--- config.mk ---
export PLATFORM = sky130hd
export DESIGN_NAME = color_light_ctrl
export DESIGN_NICKNAME = d
export VERILOG_FILES = /design/src/rtl/color_light_pkg.sv /design/src/rtl/key_debounce.sv /design/src/rtl/color_light_ctrl.sv
export SDC_FILE = /design/constraint.sdc
export NUM_CORES = 1
export LEC_CHECK = 0
export CAP_MARGIN = 25
export CORE_MARGIN = 3
export CORE_UTILIZATION = 60
export DETAILED_ROUTE_END_ITERATION = 7
export HOLD_SLACK_MARGIN = 0.02
export PLACE_DENSITY_LB_ADDON = 0.1
export SETUP_SLACK_MARGIN = 0.3
export SLEW_MARGIN = 20
export SYNTH_ARGS = -nofsm -noshare
export SYNTH_HDL_FRONTEND = slang
export SYNTH_HIERARCHICAL = 1
export SYNTH_SLANG_ARGS = --single-unit
--- constraint.sdc ---
create_clock -name Sys_CLK -period 3.2 [get_ports Sys_CLK]
set_clock_uncertainty 0.1 [all_clocks]
set_input_delay 0.8 -clock Sys_CLK [delete_from_list [all_inputs] [get_ports Sys_CLK]]
set_output_delay 0.8 -clock Sys_CLK [all_outputs]
set_load 0.005 [all_outputs]
--- src/rtl/color_light_pkg.sv ---
// Shared mode/speed codes and their cycling order for the colour light controller.
package color_light_pkg;

  localparam int unsigned MODE_W  = 2;
  localparam int unsigned SPEED_W = 2;

  typedef enum logic [MODE_W-1:0] {
    MODE_OFF     = 2'd0,
    MODE_CHASE   = 2'd1,
    MODE_BLINK   = 2'd2,
    MODE_BREATHE = 2'd3
  } mode_e;

  typedef enum logic [SPEED_W-1:0] {
    SPEED_0 = 2'd0,
    SPEED_1 = 2'd1,
    SPEED_2 = 2'd2
  } speed_e;

  // Mode key walks OFF -> CHASE -> BLINK -> BREATHE -> OFF.
  function automatic mode_e next_mode(input mode_e m);
    case (m)
      MODE_OFF:   return MODE_CHASE;
      MODE_CHASE: return MODE_BLINK;
      MODE_BLINK: return MODE_BREATHE;
      default:    return MODE_OFF;
    endcase
  endfunction

  // Speed key walks 0 -> 1 -> 2 -> 0; code 3 is unused.
  function automatic speed_e next_speed(input speed_e s);
    case (s)
      SPEED_0: return SPEED_1;
      SPEED_1: return SPEED_2;
      default: return SPEED_0;
    endcase
  endfunction

endpackage

--- src/rtl/key_debounce.sv ---
// One key: 2-flop synchronizer, ms-tick debounce and a one-cycle press pulse.
module key_debounce #(
  parameter int unsigned DEBOUNCE_MS = 20
) (
  input  logic clk_i,
  input  logic rst_i,
  input  logic ms_tick_i,
  input  logic key_i,
  output logic press_o
);

  localparam int unsigned CNT_W = (DEBOUNCE_MS > 1) ? $clog2(DEBOUNCE_MS) : 1;
  localparam logic [CNT_W-1:0] CNT_LAST = CNT_W'(DEBOUNCE_MS - 1);

  logic             sync1_q, sync2_q;
  logic             level_q, level_d;
  logic [CNT_W-1:0] cnt_q, cnt_d;
  logic             press_q, press_d;

  // Level flips only after DEBOUNCE_MS consecutive disagreeing ticks; a rising flip yields a press.
  always_comb begin
    level_d = level_q;
    cnt_d   = cnt_q;
    press_d = 1'b0;
    if (ms_tick_i) begin
      if (sync2_q != level_q) begin
        if (cnt_q == CNT_LAST) begin
          level_d = sync2_q;
          cnt_d   = '0;
          press_d = sync2_q;
        end else begin
          cnt_d = cnt_q + 1'b1;
        end
      end else begin
        cnt_d = '0;
      end
    end
  end

  // Synchronizer and debounce state registers.
  always_ff @(posedge clk_i) begin
    if (rst_i) begin
      sync1_q <= 1'b0;
      sync2_q <= 1'b0;
      level_q <= 1'b0;
      cnt_q   <= '0;
      press_q <= 1'b0;
    end else begin
      sync1_q <= key_i;
      sync2_q <= sync1_q;
      level_q <= level_d;
      cnt_q   <= cnt_d;
      press_q <= press_d;
    end
  end

  assign press_o = press_q;

endmodule

--- src/rtl/color_light_ctrl.sv ---
// Two-key LED pattern controller: off / chase / blink / breathe at three speeds.
module color_light_ctrl
  import color_light_pkg::*;
#(
  parameter int unsigned N_LED       = 4,
  parameter int unsigned CLK_HZ      = 50_000_000,
  parameter int unsigned DEBOUNCE_MS = 20,
  parameter int unsigned STEP_MS     = 500,
  parameter int unsigned PWM_BITS    = 4
) (
  input  logic             Sys_CLK,
  input  logic             Sys_RST,
  input  logic [1:0]       Key,
  output logic [N_LED-1:0] LED,
  output logic [1:0]       Mode,
  output logic [1:0]       Speed
);

  localparam int unsigned TICK_DIV = CLK_HZ / 1000;
  localparam int unsigned MS_W     = (TICK_DIV > 1) ? $clog2(TICK_DIV) : 1;
  localparam int unsigned STEP_W   = $clog2(STEP_MS + 1);
  localparam int unsigned POS_W    = (N_LED > 1) ? $clog2(N_LED) : 1;
  localparam logic [MS_W-1:0]     MS_LAST  = MS_W'(TICK_DIV - 1);
  localparam logic [POS_W-1:0]    POS_LAST = POS_W'(N_LED - 1);
  localparam logic [PWM_BITS-1:0] LVL_MAX  = '1;

  logic [MS_W-1:0]     ms_cnt_q;
  logic                ms_tick_c;
  logic [1:0]          key_press;
  mode_e               mode_q, mode_d;
  speed_e              speed_q, speed_d;
  logic [STEP_W-1:0]   step_cnt_q, step_cnt_d, step_last_c;
  logic                step_c;
  logic [POS_W-1:0]    pos_q, pos_d;
  logic                blink_q, blink_d;
  logic [PWM_BITS-1:0] level_q, level_d;
  logic                down_q, down_d;
  logic [PWM_BITS-1:0] pwm_cnt_q;
  logic [N_LED-1:0]    led_d, led_q;
  logic [1:0]          mode_out_q, speed_out_q;

  assign ms_tick_c   = (ms_cnt_q == MS_LAST);
  assign step_last_c = STEP_W'((STEP_MS >> speed_q) - 32'd1);

  for (genvar i = 0; i < 2; i++) begin : g_key
    key_debounce #(
      .DEBOUNCE_MS(DEBOUNCE_MS)
    ) u_key_debounce (
      .clk_i    (Sys_CLK),
      .rst_i    (Sys_RST),
      .ms_tick_i(ms_tick_c),
      .key_i    (Key[i]),
      .press_o  (key_press[i])
    );
  end

  // Mode/speed updates, step timing and pattern state advance.
  always_comb begin
    mode_d     = mode_q;
    speed_d    = speed_q;
    step_cnt_d = step_cnt_q;
    pos_d      = pos_q;
    blink_d    = blink_q;
    level_d    = level_q;
    down_d     = down_q;
    step_c     = 1'b0;

    if (key_press[1]) speed_d = next_speed(speed_q);

    if (key_press[0]) begin
      mode_d     = next_mode(mode_q);
      step_cnt_d = '0;
      pos_d      = '0;
      blink_d    = 1'b1;
      level_d    = '0;
      down_d     = 1'b0;
    end else if (key_press[1]) begin
      step_cnt_d = '0;
    end else if (ms_tick_c) begin
      if (step_cnt_q == step_last_c) begin
        step_cnt_d = '0;
        step_c     = 1'b1;
      end else begin
        step_cnt_d = step_cnt_q + 1'b1;
      end
    end

    if (step_c) begin
      case (mode_q)
        MODE_CHASE: pos_d = (pos_q == POS_LAST) ? '0 : pos_q + 1'b1;
        MODE_BLINK: blink_d = ~blink_q;
        MODE_BREATHE: begin
          // Triangle turns around at the ends without repeating the end value.
          if (!down_q) begin
            if (level_q == LVL_MAX) begin
              level_d = level_q - 1'b1;
              down_d  = 1'b1;
            end else begin
              level_d = level_q + 1'b1;
            end
          end else begin
            if (level_q == '0) begin
              level_d = level_q + 1'b1;
              down_d  = 1'b0;
            end else begin
              level_d = level_q - 1'b1;
            end
          end
        end
        default: ;
      endcase
    end
  end

  // LED drive derived from the current pattern state.
  always_comb begin
    led_d = '0;
    case (mode_q)
      MODE_CHASE:   led_d = N_LED'(1) << pos_q;
      MODE_BLINK:   led_d = {N_LED{blink_q}};
      MODE_BREATHE: led_d = {N_LED{pwm_cnt_q < level_q}};
      default:      led_d = '0;
    endcase
  end

  // State, free-running counters and registered outputs.
  always_ff @(posedge Sys_CLK) begin
    if (Sys_RST) begin
      ms_cnt_q    <= '0;
      mode_q      <= MODE_OFF;
      speed_q     <= SPEED_0;
      step_cnt_q  <= '0;
      pos_q       <= '0;
      blink_q     <= 1'b0;
      level_q     <= '0;
      down_q      <= 1'b0;
      pwm_cnt_q   <= '0;
      led_q       <= '0;
      mode_out_q  <= '0;
      speed_out_q <= '0;
    end else begin
      ms_cnt_q    <= ms_tick_c ? '0 : ms_cnt_q + 1'b1;
      mode_q      <= mode_d;
      speed_q     <= speed_d;
      step_cnt_q  <= step_cnt_d;
      pos_q       <= pos_d;
      blink_q     <= blink_d;
      level_q     <= level_d;
      down_q      <= down_d;
      pwm_cnt_q   <= pwm_cnt_q + 1'b1;
      led_q       <= led_d;
      mode_out_q  <= mode_q;
      speed_out_q <= speed_q;
    end
  end

  assign LED   = led_q;
  assign Mode  = mode_out_q;
  assign Speed = speed_out_q;

endmodule
Yosys cells after proc, flatten, opt, wreduce, memory -nomap -nowiden
Cells that the tools add are included.
{"block": "totals", "ff_bits": 67, "inputBits": 4, "output_inout_bits": 8, "word_cells": 92}
{"block": "op_classes", "reduce_logical": 9, "shift": 2, "n_eq_ne": 12, "magnitude_cmp": 1, "mux": 31, "add_sub_neg": 9, "n_bitwise": 6}
{"op": "$mux 4", "n": 6}
{"op": "$mux 5", "n": 4}
{"op": "$add 16x1->16 const B", "n": 1}
{"op": "$eq 16x16->1 const B", "n": 1}
{"op": "$mux 1", "n": 13}
{"op": "$pmux 4 s3", "n": 1}
{"op": "$add 5x1->5 const B", "n": 2}
{"op": "$eq 5x5->1 const B", "n": 2}
{"op": "$add 9x1->9 const B", "n": 1}
{"op": "$eq 9x9->1", "n": 1}
{"op": "$mux 9", "n": 1}
{"op": "$shr 9x2->9 const A", "n": 1}
{"op": "$sub 9x1->9 const B", "n": 1}
{"op": "$add 4x1->4 const B", "n": 2}
{"op": "$mux 2", "n": 4}
{"op": "$reduce_or 4->1", "n": 2}
{"op": "$eq 2x2->1 const B", "n": 3}
{"op": "$not 1->1", "n": 6}
{"op": "$pmux 2 s3", "n": 1}
{"op": "$reduce_and 3->1", "n": 2}
{"op": "$eq 2x1->1 const B", "n": 2}
{"op": "$eq 4x4->1 const B", "n": 1}
{"op": "$logic_not 2->1", "n": 2}
{"op": "$logic_not 4->1", "n": 1}
{"op": "other kinds (8)", "n": 9}

Logic depth before layout (Yosys ltp)
Gate-level depths: netlist of run 1.
{"block": "logic_depth", "depth_word": 8, "ltp_mapped": 9, "ltp_nobuf": 7}

Modules after synthesis
Netlist of run 1, hierarchy kept.
{"mod": "color_light_ctrl", "n_inst": 1, "area_per_inst_um2": 2585.0, "cells_per_inst": 294, "seq_area_each_um2": 980.9}
{"mod": "key_debounce", "n_inst": 2, "area_per_inst_um2": 402.9, "cells_per_inst": 45, "seq_area_each_um2": 180.2}

Least setup slack after synthesis of run 1
OpenSTA, ideal clock, no wires.
{"block": "synth_timing", "kind": "reg2reg", "startpoint": "reg ms_cnt_q[0]", "endpoint": "reg g_key[0].u_key_debounce.cnt_q[2]", "setup_slack_ps": 897, "arrival_ps": 2111, "setup_ps": 92, "stages_incl_launch_ff": 10, "synth_period_minus_slack_ps": 2303, "required_ps": 3008, "path_buffers": 2, "path_cell_list": "dfxtp_1 > ha_1 > and3_1 > clkbuf_1 > nand4_1 > nor2_1 > inv_1 > clkbuf_1 > or4_1 > o32ai_1"}
{"block": "synth_via", "elab_chain_len": 1}
{"item": "start: declaration", "line": "color_light_ctrl.sv:27", "rtl": "logic [MS_W-1:0] ms_cnt_q;"}
{"item": "start signal: assignment", "line": "color_light_ctrl.sv:142", "rtl": "ms_cnt_q <= ms_tick_c ? '0 : ms_cnt_q + 1'b1;"}
{"item": "$eq 16x16->1", "line": "color_light_ctrl.sv:42", "rtl": "assign ms_tick_c = (ms_cnt_q == MS_LAST);"}
{"item": "named net ms_tick_c", "line": "color_light_ctrl.sv:28", "rtl": "logic ms_tick_c;"}
{"item": "end signal: assignment", "line": "key_debounce.sv:52", "rtl": "cnt_q <= cnt_d;"}
{"item": "end: declaration", "line": "key_debounce.sv:17", "rtl": "logic [CNT_W-1:0] cnt_q, cnt_d;"}
The timed path passes the listed nets, and every way through them passes these cells.
A chain may end at the register's enable or synchronous reset.

Worst setup path in the final report of run 1
{"block": "layout_timing", "startpoint": "reg ms_cnt_q[0]", "endpoint": "reg g_key[0].u_key_debounce.cnt_q[4]"}
Same word-level chain as after synthesis.

==> results by stage, run 1 <==
Floorplanning:
- The number of top-level pins is 12.
- The area of the die is ~6600 um^2.
- The starting density of the core is 64.34%.
- The floorplan has 26 rows.
- The floorplan core area is between 5000 and 6000 um^2.
- The overall die height is 81.18 um.
- The die is 81.18 um wide.

Setup path:
- The critical path goes through ha_1 > and3_1 > nand4_1 > nor2_1 > inv_1 > or4b_1 > a31oi_1.
- The startpoint type of the worst setup path is a flop.
- The reg2reg setup slack is ~0.62 ns.
- The worst setup path is captured at a flop.
- The worst reg-to-reg path cell count is 7.
- Data on the critical path is required at its endpoint by approximately 3.4 ns.
- In this design, the stage delay of the slowest critical-path cell is 0.59 ns.
- The worst-path maximum fanout is 11.
- The number of buffers and inverters on the critical path is 1.
- The capture instance of the worst register-to-register path is g_key[0].u_key_debounce/cnt_q[4]$_SDFFE_PP0P_.
- For the worst setup path, the data arrival time is roughly 2.7 ns.
- On the critical path the largest part of the delay comes from simple AND/OR/NAND/NOR gates.
- The reg-to-reg critical path startpoint is ms_cnt_q[0]$_SDFF_PP0_.
- The cell with the largest stage delay on the worst path is sky130_fd_sc_hd__or4b_1.
- The critical setup path kind is flop to flop.

Yosys:
- The share of async-settable or async-resettable flops after synthesis is 0%.
- Yosys printed 6 warnings.
- The cell count after synthesis is about 380.
- The top-area cell type share of the netlist area is between 30% and 40%.
- After synthesis, the most frequently instantiated cells are sky130_fd_sc_hd__dfxtp_1, sky130_fd_sc_hd__nor2_1, sky130_fd_sc_hd__nand2_1, sky130_fd_sc_hd__inv_1, sky130_fd_sc_hd__ha_1.
- Counting distinct cell types in the post-synthesis netlist gives between 50 and 60.
- The synthesized area per cell is just under 9 um^2.
- Summed over all instances, the cell type with the most area after synthesis is sky130_fd_sc_hd__dfxtp_1.
- The mapped cell area is ~3400 um^2.
- The most frequently used cell type in the post-synthesis netlist is sky130_fd_sc_hd__dfxtp_1.
- For this run, the register share of the synthesized area comes to between 30% and 40%.
- The synthesized design contains 0 enable-type register cells.
- Yosys attributes the largest share of cell area to sky130_fd_sc_hd__dfxtp_1, sky130_fd_sc_hd__ha_1, sky130_fd_sc_hd__nor2_1.
- Among all flip-flop cells after synthesis, the most frequent one is sky130_fd_sc_hd__dfxtp_1.
- After synthesis the netlist holds a flip-flop and latch count of 67.
- Synthesis produced a netlist with a net count of between 400 and 500.

Detailed routing:
- The count of nets left with antenna violations once routing finished came out at 0.
- The detailed router finished its first iteration with 161 violations.
- The number of design rule violations left after detail routing is 0.
- The total length of routed wires is 6123 um.
- The routed length per placed instance is ~13 um.
- The detailed-route vias per instance is slightly below 6.
- The first detailed-routing pass took 4 iterations.
- Across all layers, the routed design uses about 2700 vias.

GRT:
- The first global-routing pass estimated 11310 um of wire.
- Global routing used 21.55% of the available tracks.
- The total grt overflow is 0.
- The initial antenna violation count came to 0.
- Entering global routing, the biggest net connects 46 pins.
- The number of global-route vias before repair was about 2600.

Pwr:
- IR analysis of the VDD net gives a maximum drop of 0.3666 mV.
- The total power after layout is between 1500 and 2000 uW.
- Power spread over the standard cell area amounts to roughly 450 nW/um^2.
- The leakage power summed over all cells is around 0.0013 uW.

Run status:
- The flow ran to the end, and the final reports show no timing, DRC or antenna violations.

CTS:
- TritonCTS built the clock tree.
- The clock latency at the later pin of the worst-skew pair is about 0.34 ns.
- The maximum clock insertion buffer count is 2.
- The count of hold buffers inserted by post-cts repair is 0.
- The H-tree was split into 3 levels.
- The cell at the root of the clock tree is sky130_fd_sc_hd__clkbuf_8.
- TritonCTS created 9 clock buffers.
- The post-CTS resize count is 0.
- Clock-pin slew was measured on the worst setup and hold paths at ~0.070 ns.
- The post-CTS setup-driven buffer insertion count is 0.
- The number of clock sinks is 67.

Timing:
- The hold violation total from the final report is 0.
- The minimum hold slack is around 0.34 ns.
- At the pin with the least slew margin, the transition time is ~0.45 ns.
- The final critical path takes up 80.53% of the cycle.
- Setup repair after global routing left no endpoint under its margin.
- The number of failing setup endpoints in the final timing report is 0.
- For the final routed database, the setup TNS stands at 0 ns.
- Measured against its own limit, the worst slew margin works out to 69.71%.
- The worst path in the final design needs a cycle of around 2.6 ns, including I/O delays and setup.
- Based on the critical path, the design can be clocked at up to a little under 0.4 GHz.
- The count of final max-slew check failures is 0.

Min path:
- The number of cells traversed by the worst hold path is 1.
- The class of the most critical hold timing path is flop to flop.
- The start point of the worst hold path is g_key[0].u_key_debounce/sync1_q$_SDFF_PP0_.
- The path with the worst hold slack has its endpoint at g_key[0].u_key_debounce/sync2_q$_SDFF_PP0_.

Final layout:
- Summing all multi-input logic gate instances after layout gives between 1500 and 2000 um^2.
- The flip-flop and latch area is 1341 um^2.
- The final layout contains around 420 nets.
- The final standard cell count with taps included and fillers excluded is between 400 and 500.
- The count of antenna diodes in the layout is 0.
- Compared with the post-synthesis result, the final layout area differs by 11.18%.
- Of the cells placed in the final design, the portion with a size suffix greater than 1 is 7.557%.
- The layout filler cell count is ~430.

Placed design:
- The final weighted congestion in routability-driven placement is approximately 0.85.
- In this run the tool buffered the top-level ports with 11 buffer cells.
- The half-perimeter wire length of the detailed placement result is 4247 um.
- Including well taps, the total number of placed cells is roughly 450.

Run:
- Across the run, the number of max-cap violations was 0.
-- through the flow --
stage / setup WS [ns] / util (%) / instance area [um^2]
2_1_floorplan: 0.8968 / - / 3391
3_3_place_gp: 0.8366 / 67.24 / 3543
3_5_place_dp: 0.6797 / 67.24 / 3543
4_1_cts: 0.6828 / 71.53 / 3770
5_1_grt: 0.4686 / 71.53 / 3770
6_report: 0.6231 / 71.53 / 3770
-- per-layer routing --
layer	up-vias	routed length, um	track usage, %
met3	7	269	3.769
met5	-	0	0
met2	63	2927	35.39
met4	0	82	9.797
met1	1261	2844	27.56
li1	1365	-	-
-- worst max path at each step --
| stage | startpoint | endpoint | slack [ns] | cells after the start |
|---|---|---|---|---|
| 2_1_floorplan | ms_cnt_q[0]$_SDFF_PP0_ | g_key[0].u_key_debounce/cnt_q[2]$_SDFFE_PP0P_ | 0.90 | 9 |
| 3_3_place_gp | ms_cnt_q[0]$_SDFF_PP0_ | g_key[0].u_key_debounce/cnt_q[4]$_SDFFE_PP0P_ | 0.84 | 7 |
| 3_5_place_dp | ms_cnt_q[0]$_SDFF_PP0_ | g_key[0].u_key_debounce/cnt_q[4]$_SDFFE_PP0P_ | 0.68 | 7 |
| 4_1_cts | ms_cnt_q[0]$_SDFF_PP0_ | g_key[0].u_key_debounce/cnt_q[4]$_SDFFE_PP0P_ | 0.68 | 7 |
| 5_1_grt | ms_cnt_q[0]$_SDFF_PP0_ | g_key[0].u_key_debounce/cnt_q[4]$_SDFFE_PP0P_ | 0.47 | 7 |
| 6_report | ms_cnt_q[0]$_SDFF_PP0_ | g_key[0].u_key_debounce/cnt_q[4]$_SDFFE_PP0P_ | 0.62 | 7 |
-- final cells by class --
cell class | instances | area share [%]
clock buffer | 10 | 3.651
multi-input combinational | 278 | 50.15
tap | 70 | 2.323
timing repair buffer | 13 | 3.651
inverter | 23 | 2.290
sequential | 67 | 35.58
clock inverter | 6 | 2.356
-- power breakdown --
| part | total, uW | switching [uW] | internal [uW] | leakage, uW |
|---|---|---|---|---|
| registers | 849 | 6.67 | 842 | 0.000542 |
| clock network | 792 | 332 | 460 | 0.000108 |
| logic | 44.2 | 24.2 | 20.0 | 0.000698 |
-- cell families (layout without fill, tap and decap cells) --
group	after synthesis	after routing	synth area share [%]
and+or+nand+nor	166	166	27.08
buffers and inverters	39	52	4.686
xor gates and xnor gates	27	27	7.417
DFF	67	67	39.56
adders and majority gates	21	21	7.749
muxes	7	7	2.067
AOI/OAI and AO/OA	57	57	11.44
-- cells in the final DEF (no fill, tap or decap), drive strengths merged, types with 3 or more instances in the layout --
cell,instances
dfxtp,67
nor2,47
nand2,24
inv,23
ha,21
a21oi,20
nand4,18
xor2,18
nand3,15
nor2b,12
clkdlybuf4s50,11
o21ai,10
clkbuf,10
xnor2,9
nand2b,7
and4,7
mux2i,7
or3,7
a31oi,6
nor3,6
o32ai,4
or4,4
nand4bb,3
o21a,3
nor4,3
-- state kept, by name, summed over array words and instances (netlist names), 4 cells and up --
| register | flops |
|---|---|
| pwm_cnt_q | 4 |
| LED | 4 |
| step_cnt_q | 9 |
| level_q | 4 |
| g_key.u_key_debounce/cnt_q | 10 |
| ms_cnt_q | 16 |
Note: power is estimated with default switching activity, not from simulation.
==> run 2, diff against run 1 <==
- clock period: 3.2 -> 2.5 ns (I/O delays scaled with it)
==> run 2 against run 1 <==
  * Utilization up 4.6 points
  * Combinational power up 42%
  * Via count up 4.6%
  * Sequential power up 27%
  * Hold slack worse by 0.00069 ns
  * Routed wire length up 20%
  * Largest power group unchanged
==> results by stage, run 2 (synthesis gave the netlist of run 1 again) <==
Setup path:
- The worst setup path is launched from a flop.
- The worst-path maximum fanout is 6.
- The slowest stage of the critical path belongs to the cell sky130_fd_sc_hd__or4_1.
- In this design, the stage delay of the slowest critical-path cell is 0.55 ns.
- The top cell family by delay on the critical path is simple AND/OR/NAND/NOR gates.
- The element type at the critical path end is a flop.
- The data arrival time at the worst-slack endpoint is between 2 and 2.5 ns.
- The signal on the critical path passes through ha_4 > and3_1 > nand4_1 > nor2_4 > clkinvlp_4 > or4_1 > o32ai_1.
- STA puts the critical path data required time at 2.65 ns.
- The critical path in this run is classified as flop to flop.
- The number of buffers and inverters on the critical path is 1.

Detailed routing:
- Summed over all layers, the routed wires come to about 7300 um.
- The post-route antenna net violation count is 0.
- The starting DRC count in detailed routing is around 170.
- The total via count after detailed routing is between 2000 and 3000.
- The number of design rule violations left after detail routing is 0.
- The pre-antenna-repair detailed-routing pass consisted of 6 iterations.
- In the final routed layout, each cell accounts on average for between 15 and 20 um.
- The detailed-route vias per instance is roughly 5.8.

Timing:
- The clock period minus final worst setup slack is between 2 and 2.5 ns.
- Setup repair after global routing could not meet its margin everywhere.
- Timing would allow up to 0.4595 GHz.
- In the finished design, the share of the clock period the worst path needs comes to 87.05%.
- In this run the tightest slew margin relative to its limit is about three quarters.
- The count of final max-slew check failures is 0.
- The hold violation total from the final report is 0.
- For the pin with the worst max-slew slack, the measured transition is ~0.38 ns.
- Setup violations remaining at the end of the flow were counted as 0.
- In the final timing run, aggregate negative setup slack is 0 ns.

Pwr:
- The worst vdd rail ir drop is ~0.40 mV.
- The leakage power summed over all cells is between 0.001 and 0.0015 uW.
- Dividing total power by cell area gives a power density of roughly 540 nW/um^2.

GRT:
- In the global route stage, met1 resource usage came out at a little under a third.
- The initial antenna violation count was 0.
- For this run, global-route usage on met2 was measured as a little under two fifths.
- The routing layer with the top usage in global route is met2.
- The global-route total usage across every layer is between 20% and 30%.
- For this run, global-route usage on met3 was measured as under 10%.
- The first global-routing pass estimated ~12000 um of wire.
- The largest net degree at the start of global routing is 31.
- The total grt overflow is 0.
- The number of global-route vias before repair is 2664.

Floorplanning:
- The area of the die is roughly 6600 um^2.
- The starting density of the core is around 64%.
- The initialized floorplan defines 26 standard-cell rows.
- During I/O placement, the number of pins put on the boundary was 12.
- The overall die height is between 80 and 90 um.
- The die is between 80 and 90 um wide.
- The floorplan core area is 5270 um^2.

CTS:
- The longest clock path from root to sink contains 2 buffers.
- The TritonCTS clock tree is done.
- The deepest level of the CTS H-tree is 3.
- The clock edge transition at the registers on the reported setup and hold paths is around 0.07 ns.
- The cell at the root of the clock tree is sky130_fd_sc_hd__clkbuf_8.
- The tree built by TritonCTS fans out to 67 sinks.
- For the worst-skew pair, the clock arrives at the later sink with an insertion delay of 0.34 ns.
- The number of buffers created by CTS is 9.

Run:
- The tool flagged a number of max-cap violations equal to 0.

Final layout:
- In the layout the commonest cells are sky130_fd_sc_hd__dfxtp_1, sky130_fd_sc_hd__nor2_1, sky130_fd_sc_hd__nand2_1.
- The share of post-route cells with drive strength above 1 is between 10% and 20%.
- Leaving out fill and tap cells, the most frequent cell in the layout is sky130_fd_sc_hd__dfxtp_1.
- The largest registers in the layout are ms_cnt_q x16, g_key.u_key_debounce/cnt_q x10, step_cnt_q x9.
- The count of antenna diodes in the layout is 0.
- The layout has roughly 370 filler cells.
- The register bank with the most flops is ms_cnt_q.
- The flip-flop count of the largest register after layout is 16.
- Once layout is done, the placed cells without fillers occupy between 4000 and 5000 um^2.
- At the end of the flow, the number of nets in the layout was between 400 and 500.
- The relative area change from synthesis to final layout is 18.27%.

Placed design:
- The placed cell area is about 3600 um^2.
- The final weighted congestion in routability-driven placement is ~0.9.
- The quantity of I/O buffers inserted on ports is 11.
- The wire-length estimate of the detail-placed layout is around 4600 um.

Min path:
- The class of the most critical hold timing path is flop to flop.

Run status:
- The run finished with clean final reports.
## run 2: changes by cell type in the layout (fill, tap and decap cells not counted), sizes merged
cell / previous run / this run
a2111o: 1 / 2
clkinvlp: 2 / 3
inv: 23 / 22
buf: 2 / 19
## run 2: metal layers
metal / up-vias / wire length [um]
li1: 1404 / -
met1: 1322 / 3317
met2: 79 / 3561
met3: 14 / 330
met4: 0 / 133
met5: - / 0
## run 2: per-stage QoR
step                util [%]  hold slack [ns]  setup slack [ns]  std cells  total power, uW
CTS                    74.34           0.3467            0.2576        480             2178
finish                 76.09           0.3418            0.3238        485             2158
detailed placement     67.90           0.3291            0.1534        455             1170
global placement       67.90           0.3187            0.2282        455             1168
global route           76.09           0.3653            0.2708        485             2235
floorplan                  -           0.3138            0.3133        384             1150
## run 2: layout make-up
class	count	area [um^2]	share of cell area, %
Multi-Input combinational cell	279	1971	49.14
Sequential cell	67	1364	34.01
Timing Repair Buffer	30	269.0	6.708
Clock buffer	10	137.6	3.432
Inverter	23	92.59	2.309
Clock inverter	6	88.84	2.215
Tap cell	70	87.58	2.184
## run 2: what timing repair did
item	in CTS	in global routing
endpoints found under the setup margin	17	19
gates cloned	1	0
pin swaps	7	12
resized for setup	16	14
buffers inserted	8	5
endpoints found under the hold margin	0	0
hold buffers	0	0
## run 2: path summary, 6_finish.rpt
check	from	endpoint	slack (ns)	cells after the start
worst max-delay path	ms_cnt_q[1]$_SDFF_PP0_	g_key[1].u_key_debounce/cnt_q[2]$_SDFFE_PP0P_	0.32	7
worst min register to register	g_key[1].u_key_debounce/sync1_q$_SDFF_PP0_	g_key[1].u_key_debounce/sync2_q$_SDFF_PP0_	0.34	1
worst max register to register	ms_cnt_q[1]$_SDFF_PP0_	g_key[1].u_key_debounce/cnt_q[2]$_SDFFE_PP0P_	0.32	7
worst min-delay path	g_key[1].u_key_debounce/sync1_q$_SDFF_PP0_	g_key[1].u_key_debounce/sync2_q$_SDFF_PP0_	0.34	1
## run 2: report_power, final
group	leakage (uW)	switching (uW)	internal (uW)
sequential	0.000547	10.4	1070
combinational	0.000801	33.7	28.9
clock	0.000108	423	588
total	0.00146	467	1690
==> run 3, diff against run 2 <==
- CTS_BUF_LIST: unset -> sky130_fd_sc_hd__clkbuf_4 sky130_fd_sc_hd__clkbuf_8 sky130_fd_sc_hd__clkbuf_16
==> results of run 3 <==
No change in the layout: final DEF, timing and power equal those of run 2.
